**config.mk**
```make
export PLATFORM = sky130hd
export DESIGN_NAME = bist_response_analyzer
export DESIGN_NICKNAME = d
export VERILOG_FILES = /design/src/rtl/bist_response_analyzer.sv
export SDC_FILE = /design/constraint.sdc
export NUM_CORES = 1
export LEC_CHECK = 0
export ABC_AREA = 1
export CORE_MARGIN = 4
export CORE_UTILIZATION = 45
export DETAILED_ROUTE_END_ITERATION = 10
export PLACE_DENSITY = 0.72
export SYNTH_ARGS = -nofsm -noshare
export SYNTH_HDL_FRONTEND = slang
export SYNTH_SLANG_ARGS = --single-unit
```
**constraint.sdc**
```tcl
create_clock -name clk -period 1.9 [get_ports clk]
set_clock_uncertainty 0.15 [all_clocks]
set_input_delay 0.285 -clock clk [delete_from_list [all_inputs] [get_ports clk]]
set_output_delay 0.285 -clock clk [all_outputs]
set_load 0.005 [all_outputs]
```
**src/rtl/bist_response_analyzer.sv**
```systemverilog
// Logic-BIST response side: sequences scan_en, compacts seven scan-out chains into a
// 7-bit MISR (x^7 + x^6 + 1) and reports pass/fail. Optional macro: BIST_XMASK_EN.
module bist_response_analyzer #(
  parameter int CHAIN_LEN    = 8,
  parameter int NUM_PATTERNS = 16
) (
  input  logic       clk,
  input  logic       reset,
  input  logic       start,
  input  logic [6:0] so_chain,
  input  logic [6:0] golden_sig,
`ifdef BIST_XMASK_EN
  input  logic [6:0] x_mask,
`endif
  output logic       scan_en,
  output logic       bist_en,
  output logic       busy,
  output logic       done,
  output logic       pass,
  output logic [6:0] signature,
  output logic [2:0] dbg_state
);

  localparam int SW = $clog2(CHAIN_LEN + 1);
  localparam int PW = $clog2(NUM_PATTERNS + 1);
  localparam logic [SW-1:0] SHIFT_LAST = SW'(CHAIN_LEN - 1);
  localparam logic [PW-1:0] PAT_MAX    = PW'(NUM_PATTERNS);

  typedef enum logic [2:0] {
    S_IDLE    = 3'd0,
    S_LOAD    = 3'd1,
    S_CAPTURE = 3'd2,
    S_SHIFT   = 3'd3,
    S_DONE    = 3'd4
  } state_t;

  // Handshake: start is a one-cycle request honoured only in IDLE or DONE; busy is
  // the acknowledgement, done/pass are a level result that stays valid until the next start.
  state_t        r_state, w_state_next;
  logic [SW-1:0] r_shift_cnt, w_shift_cnt_next;
  logic [PW-1:0] r_pat_cnt, w_pat_cnt_next;
  logic [6:0]    r_misr, w_misr_next, w_misr_comp, w_d;
  logic          r_pass, w_pass_next;
  logic          r_scan_en, r_busy, r_done;

`ifdef BIST_XMASK_EN
  assign w_d = so_chain & ~x_mask;
`else
  assign w_d = so_chain;
`endif

  assign w_misr_comp[0]   = r_misr[6] ^ w_d[0];
  assign w_misr_comp[5:1] = r_misr[4:0] ^ w_d[5:1];
  assign w_misr_comp[6]   = r_misr[5] ^ r_misr[6] ^ w_d[6];

  always_ff @(posedge clk) begin
    if (reset) begin
      r_state     <= S_IDLE;
      r_shift_cnt <= '0;
      r_pat_cnt   <= '0;
      r_misr      <= '0;
      r_pass      <= 1'b0;
    end else begin
      r_state     <= w_state_next;
      r_shift_cnt <= w_shift_cnt_next;
      r_pat_cnt   <= w_pat_cnt_next;
      r_misr      <= w_misr_next;
      r_pass      <= w_pass_next;
    end
  end

  always_comb begin
    w_state_next     = r_state;
    w_shift_cnt_next = r_shift_cnt;
    w_pat_cnt_next   = r_pat_cnt;
    w_misr_next      = r_misr;
    w_pass_next      = r_pass;
    case (r_state)
      S_IDLE, S_DONE: begin
        if (start) begin
          w_state_next     = S_LOAD;
          w_shift_cnt_next = '0;
          w_pat_cnt_next   = '0;
          w_misr_next      = '0;
          w_pass_next      = 1'b0;
        end
      end
      S_LOAD: begin
        // Chains hold reset garbage here, so nothing is compacted.
        if (r_shift_cnt == SHIFT_LAST) begin
          w_shift_cnt_next = '0;
          w_state_next     = S_CAPTURE;
        end else begin
          w_shift_cnt_next = r_shift_cnt + 1'b1;
        end
      end
      S_CAPTURE: begin
        w_pat_cnt_next = r_pat_cnt + 1'b1;
        w_state_next   = S_SHIFT;
      end
      S_SHIFT: begin
        w_misr_next = w_misr_comp;
        if (r_shift_cnt == SHIFT_LAST) begin
          w_shift_cnt_next = '0;
          if (r_pat_cnt < PAT_MAX) begin
            w_state_next = S_CAPTURE;
          end else begin
            // Compare the final signature as it is written, so pass rises with done.
            w_state_next = S_DONE;
            w_pass_next  = (w_misr_comp == golden_sig);
          end
        end else begin
          w_shift_cnt_next = r_shift_cnt + 1'b1;
        end
      end
      default: w_state_next = S_IDLE;
    endcase
  end

  // Outputs are registered from the next state so they change on the same edge as the state.
  always_ff @(posedge clk) begin
    if (reset) begin
      r_scan_en <= 1'b0;
      r_busy    <= 1'b0;
      r_done    <= 1'b0;
    end else begin
      r_scan_en <= (w_state_next == S_LOAD) || (w_state_next == S_SHIFT);
      r_busy    <= (w_state_next == S_LOAD) || (w_state_next == S_CAPTURE) ||
                   (w_state_next == S_SHIFT);
      r_done    <= (w_state_next == S_DONE);
    end
  end

  assign scan_en   = r_scan_en;
  assign bist_en   = r_busy;
  assign busy      = r_busy;
  assign done      = r_done;
  assign pass      = r_pass;
  assign signature = r_misr;
  assign dbg_state = r_state;

endmodule

```
==> out/qor.yml <==
cts:
  clockBufferDepth: 2
  cts_root_buf: "clkbuf_4"
  cts_htree_levels: 1
  cts.reportedPaths.clkPinSlew_ps: 130
  cts_num_sinks: 23
  hold_buffers: 0
  post_cts_buffers: 0
  clk-insertion-delay-late_ps: 310
  numCtsBuffers: 3
  cts_resized: 0
  cts_tree: "yes"
floorplan:
  ios: 32
  num_rows: 18
  fp.dieW_um: 60.8
  initial_utilization_pct: 48.9
  die_h_um: 60.8
  coreArea_um2: 2570
  die_area_um2: 3700
synthesis:
  muxShareOfSynthArea_pct: 0
  synth_enable_flop_cells: 0
  ys_types: 26
  syn_nets: 214
  synthCells: 195
  syn-cell-area_um2: 1250
  synth_top_family_by_area: "simple AND/OR/NAND/NOR gates"
  ys.flop_type: "dfxtp_1"
  ys_warn_count: 0
  synth_compound_area_share_pct: 10.2
  synth-seq-area-share_pct: 36.7
  yosys.area_share.xor_xnor_pct: 0.698
  synth_area_leaders: "dfxtp_1 (37%), nand2_1 (20%), nand3_1 (7.2%), inv_1 (6.9%), a21oi_1 (6.0%)"
  avgSynthCellArea_um2: 6.44
  synthSimpleGateAreaFrac_pct: 40.3
  synthArstFlopShare_pct: 0
  synthDominantCellAreaShare_pct: 36.7
  yosys.area_share.adder_pct: 1.99
  synth_seq_cells: 23
  synth_top_area_cell: "dfxtp_1"
critical_path:
  cp_top_family: "buffers and inverters"
  slowest_stage: "clkdlybuf4s50_1"
  r2r-start: "r_shift_cnt[0]"
  end_kind: "output port"
  arrival_ps: 1310
  crit_required_ps: 1460
  path_cells: "clkdlybuf4s50_1"
  timing.setup.critical_path_class: "reg2out"
  path_buf_inv: 1
  reg2regPathDepth: 8
  cpPeakStageDelay_ps: 540
  cp-start-kind: "flip-flop"
  reg2reg_to: "bist_en"
  startpoint: "dbg_state[0]"
  cp_max_fo: 4
  r2r_slack_ps: 320
global_routing:
  grt_pass1_wl_um: 4860
  grt_start_max_net_pins: 14
  antenna_found_initial: 0
  grt.overflow.total: 0
  grt_pass1_vias: 1189
  grt_use_total_pct: 17.3
status:
  run_status: "finished clean"
flow_run:
  maxCapViolCount: 0
cells_and_area:
  area_growth_pct: 29.9
  drive_gt1_share_pct: 10.5
  final_nets: 249
  nFillCells: 238
  n_antenna_cell: 0
  finalNonFillerCells: 259
  final_util_pct: 63.5
worst_hold_path:
  hold_path.class: "reg2reg"
  hold_depth: 1
  holdPathEnd: "r_pat_cnt[4]"
  min_from: "r_pat_cnt[4]"
placement:
  dp_slack_ps: 203
  port-buffer-count: 31
  dp_hpwl_um: 2320
  placed_cells: 255
  gp_congestion: 0.847
detailed_routing:
  via_per_inst: 4.95
  vias: 1281
  antenna_left: 0
  drt_iter0_markers: 63
  wl_um: 2830
  wl_per_cell_um: 10.9
  firstDrtPassIters: 4
  drcViolationCount: 0
timing:
  finalWorstSetupSlack_ps: 155
  post-route-period-util_pct: 91.8
  drv_slew: 0
  max-slew-margin-rel_pct: 85.7
  hold_slack_ps: 346
  period_needed_ps: 1740
  fmax_mhz: 573
  setup_viol_count_final: 0
  finalSetupTns_ps: 0
  hold_viol: 0
  rsz0062_at_grt: "false"
  worst_pin_slew_ps: 214
pwr:
  p_leak_uw: 0.000720
  power_density_nw_per_um2: 529
  peakVddDrop_mv: 0.541
## metal layers
metal	track usage, %	wire length [um]
met1	21.7	1280
met2	30.2	1440
met3	2.55	93
met4	5.57	17
met5	0	0
## power breakdown
part	switching, uW	internal, uW	leakage [uW]	total, uW
registers	6.65	491	0.000186	497
clock network	151	78.6	0.0000177	229
logic	69.0	67.5	0.000516	136
total	226	637	0.000720	863
## through the flow
stage | power [uW] | area (um2)
floorplan | 578 | 1250
global placement | 642 | 1600
detailed placement | 645 | 1600
CTS | 872 | 1630
global route | 912 | 1630
finish | 863 | 1630
## cells in the mapped netlist (2+ instances only)
cell,n
nor3_1,2
a21oi_1,15
ha_1,2
inv_2,7
inv_1,23
nand2_2,2
nand3_1,18
nand2_1,67
dfxtp_1,23
nand3b_1,2
o21ai_1,2
nor2_1,14
nor2_2,4
o21ai_0,2
## sequential cells by signal, indices dropped and copies added (netlist names)
| signal | count |
|---|---|
| r_shift_cnt | 4 |
| bist_en | 1 |
| done | 1 |
| signature | 7 |
| scan_en | 1 |
| r_pat_cnt | 5 |
| pass | 1 |
| dbg_state | 3 |
## worst max path at each step
stage	endpoint	slack, ps	cells after the start
2_1_floorplan	bist_en	520	8
5_1_grt	signature[6]	70	1
3_3_place_gp	pass	260	9
3_5_place_dp	pass	200	9
6_report	dbg_state[0]	160	1
4_1_cts	dbg_state[0]	140	1
## placed cells by master (no fill, tap or decap)
| master | n |
|---|---|
| a211oi_1 | 1 |
| a21oi_1 | 15 |
| a21oi_2 | 1 |
| a32o_1 | 1 |
| buf_4 | 2 |
| clkbuf_4 | 3 |
| clkdlybuf4s50_1 | 31 |
| clkinv_2 | 1 |
| dfxtp_1 | 23 |
| ha_1 | 2 |
| inv_1 | 23 |
| inv_2 | 7 |
| nand2_1 | 67 |
| nand2_2 | 2 |
| nand2_4 | 1 |
| nand3_1 | 18 |
| nand3b_1 | 2 |
| nor2_1 | 14 |
| nor2_2 | 4 |
| nor2_4 | 1 |
| nor2_8 | 1 |
| nor3_1 | 2 |
| o21ai_0 | 2 |
| o21ai_1 | 2 |
| o22ai_1 | 1 |
| or2_2 | 1 |
| xnor2_1 | 1 |
## final cells by class
cell class	count	area, um2	share of cell area, %
timing repair buffer	33	325	20.0
inverter	30	113	6.91
sequential	23	460	28.2
clock inverter	1	5.00	0.307
multi-input combinational	139	667	40.9
tap	30	37.5	2.30
clock buffer	3	22.5	1.38
## logic make-up (layout without fill, tap and decap cells)
group	count (synthesis)	in the layout
AO/OA/AOI/OAI	23	23
XOR/XNOR	1	1
adder cells (fa/ha/maj)	2	2
buffers and inverters	33	67
flip-flops	23	23
AND/OR/NAND/NOR	113	113
(Power assumes the default switching activity.)
==> variant 1, RTL diff (same flow settings) <==
Set the parameter `NUM_PATTERNS` to 8 (it was 16).
--- a/src/rtl/bist_response_analyzer.sv
+++ b/src/rtl/bist_response_analyzer.sv
@@ -3,5 +3,5 @@
 module bist_response_analyzer #(
   parameter int CHAIN_LEN    = 8,
-  parameter int NUM_PATTERNS = 16
+  parameter int NUM_PATTERNS = 8
 ) (
   input  logic       clk,
Check against the original RTL: no difference found for any inputs over 10 cycles, from zero or initial values and one cycle with reset high; that may be too few to reach the edited logic, so the function may still have changed.
==> variant 1 against the unedited design <==
Final cell count fell by 1.2%; via count is 1.1% lower; sequential cell count is 1 lower; total power decreased by 0.24%; wire length is 1.1% lower; synthesized cell count decreased by 1.0%; setup slack worse by 12 ps; final area shrank 2.0%; die area down 2.3%; synthesized area fell by 2.7%; critical path type unchanged; critical endpoint is now dbg_state[2]; largest power group unchanged.
==> variant 1: results (changes against the unedited design) <==
| Metric | Value |
|---|---|
| Status | complete, no violations |
| Placed cell areas | 1560 µm² (-2.6%) |
| Syn_area_per_cell | 6.33 µm² (-1.7%) |
| Most instantiated cells after synthesis | 64 x nand2_1, 30 x inv_1, 22 x dfxtp_1, 21 x nand3_1, 14 x a21oi_1 |
| Fraction of layout cells with a size suffix above 1 | 6.19% (-4.3 points) |
| Cts repair resizes | 0 (unchanged) |
| Clock Path Buffers | 2 (unchanged) |
| Post-synth ARST share | 0% (unchanged) |
| Largest register FFs | 7 (unchanged) |
| Ys Warns | 0 (unchanged) |
| Final Routed Wirelength | 2800 µm (-1.1%) |
| Dpl hpwl | 2260 µm (-2.3%) |
| Drt via density | 4.95 (about the same) |
| Gpl congestion | 0.758 (-11%) |
| Post-CTS Setup Inserts | 0 (unchanged) |
| Pin count of the biggest net entering global routing | 18 (+4) |
| Initial antenna violation count | 0 (unchanged) |
| HP Class | register to register |
| Crit path max fanout | 3 (-1) |
| Antenna cell count | 0 (unchanged) |
| # port buffers | 31 (unchanged) |
| Register area share after synthesis | 36.1% (-0.62 points) |
| All-Layer GR Usage | 16.9% (-0.43 points) |
| Root Driver | clkbuf_4 |
| Final Core Density | 63.3% (-0.16 points) |
| Number of nets in the layout | 246 (-1.2%) |
| CTS HTree Levels | 1 (unchanged) |
| Synth cell types | 24 (-7.7%) |
| Worst slack, placed | 230 ps (+26.6 ps) |
| Fillers | 237 (-0.42%) |
| Main synth FF type | dfxtp_1 |
| Global-route wire length before repair | 4730 µm (-2.6%) |
| Cells taking the most area after synthesis | dfxtp_1 36%, nand2_1 20%, inv_1 9.2%, nand3_1 8.6%, a21oi_1 5.7% |
| Leak | 0.705 nW (-2.1%) |
| VDD IR-drop max | 634 µV (+17%) |
| Number of global-route vias before repair | 1149 (-3.4%) |
| Drt initial violations | 48 (-24%) |
| Clk_lat worst skew | 310 ps (about the same) |
| Syn Nets | 212 (-0.93%) |
| Crit path max-delay family | buffers and inverters |
| Pre-antenna DRT Iters | 4 (unchanged) |
| Slew headroom | 82.7% (-3.0 points) |
| CTS clock-pin slew for the worst setup and hold paths | 120 ps |
| Max stage delay on crit path | 550 ps |
| Cts bufs inserted | 3 (unchanged) |
| CP arrival | 1320 ps |
| DR WL/cell | 10.9 µm (about the same) |
| Worst path slowest cell | clkdlybuf4s50_1 |
-- variant 1: kinds of logic (layout without fill, tap and decap cells) --
kind of cell | count (synthesis) | count (layout) | synth area share, %
flip-flops | 22 | 22 | 36.1
buffers and inverters | 34 | 67 | 10.8
AND/OR/NAND/NOR | 110 | 110 | 39.5
AO/OA/AOI/OAI | 25 | 25 | 11.6
adder cells (fa/ha/maj) | 2 | 2 | 2.05
-- variant 1: per-layer routing --
metal  vias to the layer above  global-route usage (%)  wire length [µm]
li1                        678                       -                 -
met1                       563                    22.2              1320
met2                        26                    28.1              1340
met3                         0                    4.10               136
met4                         0                    2.85                 0
met5                         -                       0                 0
-- variant 1: final cells by class --
| cell class | count | area share (%) |
|---|---|---|
| sequential | 22 | 27.6 |
| timing repair buffer | 32 | 19.9 |
| clock buffer | 4 | 2.27 |
| multi-input combinational | 137 | 40.6 |
| tap | 30 | 2.35 |
| inverter | 31 | 7.28 |
-- variant 1: worst paths after layout --
kind                       start            to  slack [ps]  cells past startpoint
setup / recovery    dbg_state[2]  dbg_state[2]         140                      1
hold reg to reg     r_pat_cnt[2]  r_pat_cnt[2]         330                      1
setup reg to reg  r_shift_cnt[0]       bist_en         260                      6
hold / removal      r_pat_cnt[2]  r_pat_cnt[2]         330                      1
-- variant 1: where the power goes --
part,internal [mW],switching (mW),leakage (nW),total [mW]
combinational,0.0653,0.0615,0.506,0.127
clock,0.117,0.140,0.0210,0.257
sequential,0.469,0.00732,0.178,0.477
total,0.652,0.209,0.705,0.861
==> variant 2, RTL diff (config.mk and constraints unchanged) <==
Made on the original files. Reset style: asynchronous (`reset`), changed in 2 clocked blocks.
--- a/src/rtl/bist_response_analyzer.sv
+++ b/src/rtl/bist_response_analyzer.sv
@@ -54,5 +54,5 @@
   assign w_misr_comp[6]   = r_misr[5] ^ r_misr[6] ^ w_d[6];
 
-  always_ff @(posedge clk) begin
+  always_ff @(posedge clk or posedge reset) begin
     if (reset) begin
       r_state     <= S_IDLE;
@@ -119,5 +119,5 @@
 
   // Outputs are registered from the next state so they change on the same edge as the state.
-  always_ff @(posedge clk) begin
+  always_ff @(posedge clk or posedge reset) begin
     if (reset) begin
       r_scan_en <= 1'b0;
Behaviour: differs if reset is asserted again (counterexample within 4 cycles, from zero or initial values and one cycle with reset high); with reset held inactive, the same outputs for 10 cycles.
==> variant 2 against the unedited design <==
Synthesized area grew 2.8%; sequential cell count is the same; critical endpoint is now dbg_state[1]; final area grew 2.1%; final cell count shrank 6.2%; utilization shrank 3.1 points; hold slack lost 200 ps; wire length grew 4.6%; setup slack lost 22 ps; global-route usage grew 0.11 points; register-to-register slack gained 20 ps.
Power is not compared: it rests on default switching activity, and its combinational part moved more than twofold at a synthesized area within 25%.
==> variant 2: results (changes against the unedited design) <==
| Metric | Value |
|---|---|
| Most instantiated cells after synthesis | 58 x nand2_1, 29 x inv_1, 23 x dfrtp_1, 19 x nand3_1, 14 x nor2_1 |
| CP arrival | 1330 ps (+20 ps) |
| Gate Count Post-Synth | 177 (-9.2%) |
| Pin count of the biggest net entering global routing | 24 (+10) |
| Reg-to-Reg Start | r_shift_cnt[0] |
| CTS HTree Levels | 1 (unchanged) |
| Met1 WL | 1320 µm (+3.0%) |
| Tightest Pin Transition | 292 ps (+78.0 ps) |
| Drt initial violations | 53 (-16%) |
| Pre-antenna DRT Iters | 4 (unchanged) |
| Status | complete, no violations |
| Area leader, netlist | dfrtp_1 |
| Hold WS | 147 ps (-199 ps) |
| Crit path launch | dbg_state[1] |
| Dpl hpwl | 2360 µm (+1.9%) |
| Cells taking the most area after synthesis | dfrtp_1 45%, nand2_1 17%, inv_1 8.4%, nand3_1 7.4%, nor2_1 4.1% |
| Met3 WL post-DR | 118 µm (+27%) |
| Synth cell types | 24 (-7.7%) |
| Number of global-route vias before repair | 1191 (+0.17%) |
| Post-synth ARST share | 100% (+100 points) |
| Gpl congestion | 0.782 (-7.8%) |
| Final setup vio count | 0 (unchanged) |
| Fillers | 259 (+8.8%) |
| Number of nets in the layout | 232 (-6.8%) |
| Met2 WL | 1500 µm (+4.7%) |
| Crit path max fanout | 5 (+1) |
| HP Class | input pin to async pin |
| All-Layer GR Usage | 17.4% (+0.11 points) |
| Max stage delay on crit path | 550 ps |
| Fraction of layout cells with a size suffix above 1 | 6.13% (-4.3 points) |
| Global-route wire length before repair | 4970 µm (+2.3%) |
| Syn Nets | 196 (-8.4%) |
| Setup crit end | dbg_state[1] |
| Final Routed Wirelength | 2960 µm (+4.6%) |
| Drt via density | 5.07 (+2.4%) |
| Register-to-register path setup slack | 340 ps (+20 ps) |
| Leak | 0.866 nW |
| Placed cell areas | 1640 µm² (+2.3%) |
| Worst R2R End | bist_en |
| Clock Path Buffers | 2 (unchanged) |
| Finished Layout Cells | 243 (-6.2%) |
| Register area share after synthesis | 44.6% (+7.9 points) |
[variant 2: cell count changes after synthesis, sizes merged, moves of 2 or more]
cell,before,now
dfrtp,0,23
o22ai,1,3
nor2,20,16
a21oi,16,5
o21ai,4,8
nand2,70,60
nor3,2,0
nand3,18,20
dfxtp,23,0
[variant 2: logic make-up (layout without fill, tap and decap cells)]
logic type	count (synthesis)	after routing	synth area share [%]
simple gates	100	100	34.5
buf+inv	32	67	9.70
flops	23	23	44.6
compound gates	19	19	8.54
fa+ha+maj	2	2	1.94
xor+xnor	1	1	0.679
[variant 2: report_power, final]
| group | leakage (nW) | total [mW] | switching (mW) | internal, mW |
|---|---|---|---|---|
| Sequential | 0.291 | 0.819 | 0.161 | 0.658 |
| Combinational | 0.560 | 1.02 | 0.550 | 0.466 |
| Clock | 0.0150 | 0.221 | 0.140 | 0.0818 |
[variant 2: cell type report]
class                           count  share of cell area, %
Multi-Input combinational cell    122                   35.4
Sequential cell                    23                   34.6
Timing Repair Buffer               32                   19.1
Tap cell                           31                   2.33
Inverter                           31                   7.06
Clock buffer                        4                   1.58
[variant 2: routing by layer]
metal / GRT usage [%] / vias to the layer above
li1: - / 625
met5: 0 / -
met1: 22.3 / 580
met3: 2.52 / 2
met2: 30.5 / 24
met4: 4.55 / 0
[variant 2: per-stage QoR]
| step | utilization, % | setup WS [ps] |
|---|---|---|
| floorplan | - | 541 |
| global placement | 59.4 | 313 |
| detailed placement | 59.4 | 287 |
| CTS | 60.4 | 126 |
| global route | 60.4 | 73.9 |
| finish | 60.4 | 133 |
